==> src/rtl/riscv_pkg.sv <==
// riscv_pkg -- shared load/store definitions.
//   LDST_*      : access size encodings driven by the decoder (B/H/W/BU/HU).
//   lsu_state_t : load/store unit FSM states.
//   ldst_legal  : 1 when the size is known and the address is naturally aligned.
//   ldst_be     : byte-enable pattern for a size and a byte offset.
package riscv_pkg;

  localparam logic [2:0] LDST_B  = 3'd0;
  localparam logic [2:0] LDST_H  = 3'd1;
  localparam logic [2:0] LDST_W  = 3'd2;
  localparam logic [2:0] LDST_BU = 3'd4;
  localparam logic [2:0] LDST_HU = 3'd5;

  typedef enum logic {
    IDLE = 1'b0,
    BUSY = 1'b1
  } lsu_state_t;

  function automatic logic ldst_legal(input logic [2:0] size, input logic [1:0] off);
    logic ok;
    ok = 1'b0;
    case (size)
      LDST_B, LDST_BU: ok = 1'b1;
      LDST_H, LDST_HU: ok = ~off[0];
      LDST_W:          ok = (off == 2'b00);
      default:         ok = 1'b0;
    endcase
    return ok;
  endfunction

  function automatic logic [3:0] ldst_be(input logic [2:0] size, input logic [1:0] off);
    logic [3:0] be;
    be = 4'b0000;
    case (size)
      LDST_B, LDST_BU: be = 4'b0001 << off;
      LDST_H, LDST_HU: be = off[1] ? 4'b1100 : 4'b0011;
      LDST_W:          be = 4'b1111;
      default:         be = 4'b0000;
    endcase
    return be;
  endfunction

endpackage

==> src/rtl/riscv_lsu_load_align.sv <==
// riscv_lsu_load_align -- combinational load lane select and extension.
//   size_i : access size (LDST_* encoding)
//   off_i  : byte offset of the access within the word
//   rd_i   : raw memory read word
//   data_o : right-aligned, sign/zero-extended load result
module riscv_lsu_load_align
  import riscv_pkg::*;
(
  input  logic [2:0]  size_i,
  input  logic [1:0]  off_i,
  input  logic [31:0] rd_i,
  output logic [31:0] data_o
);

  logic [7:0]  lane_byte [4];
  logic [7:0]  sel_byte;
  logic [15:0] sel_half;

  generate
    for (genvar gi = 0; gi < 4; gi++) begin : g_lane
      assign lane_byte[gi] = rd_i[8*gi +: 8];
    end
  endgenerate

  assign sel_byte = lane_byte[off_i];
  // Halfwords are only legal at offsets 0 and 2, so off_i[1] picks the half.
  assign sel_half = off_i[1] ? rd_i[31:16] : rd_i[15:0];

  always_comb begin
    data_o = rd_i;
    case (size_i)
      LDST_B:  data_o = {{24{sel_byte[7]}}, sel_byte};
      LDST_BU: data_o = {24'h000000, sel_byte};
      LDST_H:  data_o = {{16{sel_half[15]}}, sel_half};
      LDST_HU: data_o = {16'h0000, sel_half};
      default: data_o = rd_i;
    endcase
  end

endmodule

==> src/rtl/riscv_lsu.sv <==
// riscv_lsu -- single-outstanding load/store unit between core and memory.
//   clk_i, rst_ni        : clock, asynchronous active-low reset
//   core_req_i/we_i      : access request, 1 = store
//   core_size_i          : LDST_* size, core_addr_i byte address
//   core_wd_i            : right-aligned store data
//   core_rd_o            : aligned/extended load data (valid when BUSY and ready)
//   core_stall_o         : hold the core pipeline
//   lsu_exc_o            : one-cycle pulse on misaligned address or illegal size
//   mem_req_o/we_o/be_o  : memory request, write enable, byte enables
//   mem_addr_o, mem_wd_o : word address, lane-replicated store data
//   mem_rd_i, mem_ready_i: memory read word and response strobe
module riscv_lsu
  import riscv_pkg::*;
(
  input  logic        clk_i,
  input  logic        rst_ni,
  input  logic        core_req_i,
  input  logic        core_we_i,
  input  logic [2:0]  core_size_i,
  input  logic [31:0] core_addr_i,
  input  logic [31:0] core_wd_i,
  output logic [31:0] core_rd_o,
  output logic        core_stall_o,
  output logic        lsu_exc_o,
  output logic        mem_req_o,
  output logic        mem_we_o,
  output logic [3:0]  mem_be_o,
  output logic [31:0] mem_addr_o,
  output logic [31:0] mem_wd_o,
  input  logic [31:0] mem_rd_i,
  input  logic        mem_ready_i
);

  lsu_state_t  state_reg, state_next;
  logic [2:0]  size_reg;
  logic [1:0]  off_reg;

  logic        access_legal;
  logic        issue;
  logic        req_int, stall_int, exc_int;

  assign access_legal = ldst_legal(core_size_i, core_addr_i[1:0]);

  always_ff @(posedge clk_i or negedge rst_ni) begin
    if (!rst_ni) begin
      state_reg <= IDLE;
      size_reg  <= LDST_B;
      off_reg   <= 2'b00;
    end else begin
      state_reg <= state_next;
      if (issue) begin
        size_reg <= core_size_i;
        off_reg  <= core_addr_i[1:0];
      end
    end
  end

  always_comb begin
    state_next = state_reg;
    req_int    = 1'b0;
    stall_int  = 1'b0;
    exc_int    = 1'b0;
    issue      = 1'b0;
    if (state_reg == IDLE) begin
      if (core_req_i) begin
        if (access_legal) begin
          req_int    = 1'b1;
          stall_int  = 1'b1;
          issue      = 1'b1;
          state_next = BUSY;
        end else begin
          exc_int = 1'b1;
        end
      end
    end else begin
      req_int   = 1'b1;
      stall_int = ~mem_ready_i;
      if (mem_ready_i) begin
        state_next = IDLE;
      end
    end
  end

  // The state register alone does not silence the outputs while reset is held:
  // a pending core request would otherwise still show through in IDLE.
  assign mem_req_o    = rst_ni & req_int;
  assign core_stall_o = rst_ni & stall_int;
  assign lsu_exc_o    = rst_ni & exc_int;

  // The core holds its inputs while stalled, so the memory-side fields can be
  // taken straight from them in both states.
  assign mem_we_o   = mem_req_o & core_we_i;
  assign mem_be_o   = mem_req_o ? ldst_be(core_size_i, core_addr_i[1:0]) : 4'b0000;
  assign mem_addr_o = {core_addr_i[31:2], 2'b00};

  generate
    for (genvar gi = 0; gi < 4; gi++) begin : g_store_lane
      always_comb begin
        mem_wd_o[8*gi +: 8] = core_wd_i[8*gi +: 8];
        case (core_size_i)
          LDST_B, LDST_BU: mem_wd_o[8*gi +: 8] = core_wd_i[7:0];
          LDST_H, LDST_HU: mem_wd_o[8*gi +: 8] = core_wd_i[8*(gi%2) +: 8];
          default:         mem_wd_o[8*gi +: 8] = core_wd_i[8*gi +: 8];
        endcase
      end
    end
  endgenerate

  // Extraction uses the copies captured at issue, not the live core inputs.
  riscv_lsu_load_align u_load_align (
    .size_i (size_reg),
    .off_i  (off_reg),
    .rd_i   (mem_rd_i),
    .data_o (core_rd_o)
  );

endmodule

==> config.mk <==
export PLATFORM = sky130hd
export DESIGN_NAME = riscv_lsu
export DESIGN_NICKNAME = d
export VERILOG_FILES = /design/src/rtl/riscv_pkg.sv /design/src/rtl/riscv_lsu_load_align.sv /design/src/rtl/riscv_lsu.sv
export SDC_FILE = /design/constraint.sdc
export NUM_CORES = 1
export LEC_CHECK = 0
export CAP_MARGIN = 20
export CORE_MARGIN = 2
export CORE_UTILIZATION = 27
export CTS_BUF_LIST = sky130_fd_sc_hd__clkbuf_16
export DETAILED_ROUTE_END_ITERATION = 7
export PLACE_DENSITY = 0.83
export SYNTH_ARGS = -nofsm -noshare
export SYNTH_HDL_FRONTEND = slang
export SYNTH_SLANG_ARGS = --single-unit
==> constraint.sdc <==
create_clock -name clk_i -period 1.9 [get_ports clk_i]
set_input_delay 0.285 -clock clk_i [delete_from_list [all_inputs] [get_ports clk_i]]
set_output_delay 0.285 -clock clk_i [all_outputs]
set_load 0.01 [all_outputs]
---- Yosys cells after proc, flatten, opt, wreduce, memory -nomap -nowiden ----
Cells that the tools add are included.
operators by class
  equality and inequality tests ........... 7
  mux-type cells .......................... 22
  $add $sub $neg .......................... 0
  bitwise operators ....................... 7
  divide/modulo/power cells ............... 0
  reduce and logical (&&, ||, !) cells .... 6
  $mul .................................... 0
  magnitude comparators ................... 1
  shifts and indexed selects .............. 1
operators by type and width
  kind                                             count
  one-hot mux 32 bit (4 select lines)              1
  2-to-1 mux 8 bit                                 4
  binary-select mux 8 bit (select 2 bit)           1
  2-to-1 mux 16 bit                                1
  one-hot mux 8 bit (2 select lines)               1
  == test 3 bit, second input constant             4
  one-hot mux 4 bit (3 select lines)               1
  2-to-1 mux 1 bit                                 10
  2-to-1 mux 4 bit                                 2
  == test 3 x 1 -> 1 bit, second input constant    2
  zero test 3 bit                                  2
  bitwise AND 1 bit                                4
  OR reduction 2 bit                               2
  OR reduction 4 bit                               1
  << shifter 1 x 2 -> 4 bit, first input constant  1
  == test 3 x 2 -> 1 bit, second input constant    1
  >= comparator 3 bit, second input constant       1
  NOT 2 -> 3 bit                                   1
  one-hot mux 1 bit (3 select lines)               1
  zero test 2 bit                                  1
  NOT 1 bit                                        2
word-level totals
  memories ................................ 0
  register bits ........................... 6
  ROM bits ................................ 0
  input port bits ......................... 104
  memory bits (writable) .................. 0
  latch bits .............................. 0
  word-level logic and storage cells ...... 47

---- Depth between registers and ports, before layout ----
  depth after elaboration ................. 8
  mapped depth ............................ 7
  mapped depth without buffers ............ 4

---- By module ----
Synthesis repeated with hierarchy kept, for this count alone.
unflattened totals
  cell total of the unflattened synthesis .. 235
  area, all modules ....................... 1686.6 um^2
by module, submodules not included
  module                cells an instance  sequential area each (um^2)  instances  area an instance (um^2)
  riscv_lsu             126                150.1                        1          1058.5
  riscv_lsu_load_align  109                0.0                          1          628.1

---- Worst setup path after synthesis ----
No wires, ideal clock.
  path type ............................... register -> output
  start ................................... reg off_reg[1]
  end ..................................... out core_rd_o[15]
  setup slack ............................. 196 ps
  cell stages (with the launch flop) ...... 7
  arrival time ............................ 1419 ps
  data required time ...................... 1615 ps
  path buffers ............................ 2
  cell sequence ........................... dfrtp_1 > buf_4 > mux2i_2 > o32ai_2 > nor2b_1 > buf_6 > o31a_1
on the way
  cells in the longest elaborated chain, start to end .. 5
  elaborated cells between the ends (all ways) .. 6
  those cells by class .................... 5 x mux; 1 x bitwise
ends and longest elaborated chain
  what                                                 RTL line                    text
  start: declaration                                   riscv_lsu.sv:36             logic [1:0] off_reg;
  start signal: assignment                             riscv_lsu.sv:53             off_reg <= core_addr_i[1:0];
  NOT 2 -> 3 bit (implied by the code)                 riscv_lsu_load_align.sv:25  assign sel_byte = lane_byte[off_i];
  binary-select mux 8 bit (select 2 bit)               riscv_lsu_load_align.sv:25
  2-to-1 mux 8 bit (implied by the code) (2 in a row)  riscv_lsu_load_align.sv:25
  one-hot mux 32 bit (4 select lines) (*)              riscv_lsu_load_align.sv:31  case (size_i)
  end: declaration                                     riscv_lsu.sv:22             output logic [31:0] core_rd_o,
Every way passes the cells marked *; elsewhere a longest branch is shown, timed or not. The select of a mux whose other input is x is not followed.

---- Worst setup path after layout ----
  start ................................... reg off_reg[1]
  end ..................................... out core_rd_o[30]
Same word-level chain as after synthesis.

==> out/results.ini <==
[cts]
clk-insertion-delay-late_ns = 0.23
cts_tree = built
holdBufCountCts = 0
h-tree-depth = 1
path_clk_slew_ns = 0.03
cts_root_buffer = clkbuf_16
numCtsBuffers = 3
clockBufferDepth = 2
clock_sinks = 6

[logic_synthesis]
synth_edf_count = 0
synth_compound_area_share_pct = 23.3
synth_top_flop_cell = dfrtp_1
synth_cell_types = 34
postSynth.asyncResetShare_pct = 100
ys_seq_area_share_pct = 8.78
synth_area_mm2 = 0.00171
synthMuxAreaShare_pct = 20.5
synth_top_family_by_area = simple AND/OR/NAND/NOR gates
syn_avg_cell_area_um2 = 6.81
synthAdderAreaFrac_pct = 0
synth-seq-cells = 6
yosys_warnings = 0
yosys.area_share.simple_pct = 24.5
synth_cells = 251
synth_xor_xnor_area_share_pct = 0

[global_routing]
grt_max_degree = 16
grt_overflow = 0
grt_pass1_vias = 2523
grt_usage_pct = 20.2
grt_use_met2_pct = 41.0
grt_most_used_layer = met2
use_met3_pct = 5.04
antenna_found_initial = 0
use_met1_pct = 18.8
grt_pass1_wl_um = 11700

[flow_run]
max_cap_viol_count = 0

[run_status]
status = finished with violations
violations = setup timing

[detailed_routing]
wl_per_cell_um = 15.4
vias = 2406
wl_um = 7450
drtIter0Drc = 30
drc = 0
vias_per_cell = 4.96
antenna_left = 0
firstDrtPassIters = 4

[sta]
fin_crit_sh_pct = 112
layout_min_cycle_time_ns = 2.13
fin_skew_ns = 0.0000361
final-hold-violation-count = 0
setup_ws_ns = -0.230
fin_hold_ws_ns = 0.499
final-setup-viol-count = 28
tns_ns = -5.09
final_max_slew_viol_count = 0
max_freq_mhz = 469
grt_setup_unrepaired = yes

[power]
p_per_area_mw_per_mm2 = 730
p_seq_share_pct = 7.5
pwr-share-clk_pct = 12.2
power_leakage_uw = 0.00176
p_int_uw = 1650
peakVddDrop_mv = 0.429
swShare_pct = 40.2
combPwrFrac_pct = 80.2
power.switching_uw = 1110

[layout]
finalNonFillerCells = 485
layout.nets = 516
largest_register_ff_count = 3
final_common_cell = clkdlybuf4s50_1
syn_to_final_growth_pct = 122
n_antenna_cell = 0
drive_gt1_share_pct = 46.3
postLayoutCellArea_mm2 = 0.00379
final_cell_mix = clkdlybuf4s50_1 (79), buf_4 (46), nand2_1 (34), buf_6 (32), dlygate4sd2_1 (24)

[worst_setup_path]
worstReg2RegStart = state_reg$_DFF_PN0_
crit_path_end_kind = output pin
rr_endpoint = off_reg[1]$_DFFE_PN0P_
crit_type = flop to output pin
rrSetupSlack_ns = 0.66
path_delay_family = buffers and inverters
worstPathMaxFanout = 8
cpPeakStageDelay_ns = 0.43
critPathSlowestCell = dfrtp_2
cp.required_ns = 1.62
worstSetupStartpoint = off_reg[1]$_DFFE_PN0P_
critical_path_buf_inv_count = 3
crit_top_cell = buf_6
r2r_cells = 4
critPathArrivalTime_ns = 1.85
start_kind = flop
path_cells = mux2i_4 -> o32ai_4 -> buf_6 -> o21ai_4 -> buf_12 -> nand2_2 -> buf_6

[hold_path]
hold_class = input port to async pin

[floorplan]
start_util_pct = 28.4
rows = 28
die_h_um = 83.6
io_pins = 208
fp.dieW_um = 83.6
core_area_mm2 = 0.00603
dieArea_mm2 = 0.00698

[placed_design]
hpwl_um = 5730
gp_congestion = 0.845
place_inst = 467
place_ws_ns = -0.706
dpl-instance-area_mm2 = 0.00326
portBuffers = 145

per-layer routing:
layer  vias to the layer above  wire, um
met5                         -         0
met4                         0       262
met3                        30       653
met2                       129      4050
met1                      1106      2490
li1                       1141         -
timing repair:
item	4_1_cts	5_1_grt
buffers inserted	16	1
gates resized for setup	280	29
pin swaps	28	9
endpoints found under the hold margin	0	0
endpoints found under the setup margin	64	52
cloned	1	0
worst max-delay path by stage:
| stage | endpoint | slack (ns) | depth (start not counted) |
|---|---|---|---|
| 6_report | core_rd_o[30] | -0.23 | 7 |
| 5_1_grt | core_rd_o[30] | -0.28 | 7 |
| 4_1_cts | core_rd_o[30] | -0.20 | 8 |
| 3_5_place_dp | core_rd_o[30] | -0.71 | 7 |
| 3_3_place_gp | core_rd_o[31] | -0.61 | 7 |
| 2_1_floorplan | core_rd_o[15] | 0.20 | 6 |
cells in the mapped netlist, types with 2 or more instances:
cell	count	area, um^2
nor3_1	2	10.0
a21o_1	4	30.0
o21ai_0	13	65.1
a211oi_1	4	30.0
mux2_2	21	236
nand2b_1	6	37.5
nor2b_1	11	68.8
nor2_1	15	56.3
o21ai_2	2	17.5
a221o_1	7	70.1
buf_4	41	308
a21oi_1	22	110
dfrtp_1	6	150
clkbuf_1	8	30.0
buf_2	5	25.0
o21a_1	5	37.5
and2_1	2	12.5
nand2_1	50	188
mux2i_1	10	100
inv_1	3	11.3
power groups by stage:
stage / registers (uW) / clock network (uW) / logic (uW)
after floorplan: 178 / 0 / 877
final: 209 / 338 / 2220
after global placement: 191 / 0 / 1750
after detailed placement: 194 / 0 / 1780
after global routing: 214 / 353 / 2350
after CTS: 201 / 342 / 2140
final cells by class:
cell class / count / area, um^2
inverters: 3 / 11.3
repair buffers: 211 / 1940
flip-flops and latches: 6 / 154
well taps: 75 / 93.8
multi-input cells: 187 / 1510
clock buffers: 3 / 75.1
fillers: 493 / 2240
through the flow:
stage | util (%) | power (uW)
after floorplan | - | 1050
final | 62.8 | 2770
after global routing | 62.8 | 2920
after CTS | 61.8 | 2690
after global placement | 54.2 | 1940
after detailed placement | 54.2 | 1970
kinds of logic (layout without fill, tap and decap cells):
kind of cell,after synthesis,in the layout
other,1,2
multiplexers,32,32
buffers and inverters,59,217
AND/OR/NAND/NOR,92,92
AO/OA/AOI/OAI,61,61
flip-flops,6,6
(Power assumes the default switching activity.)
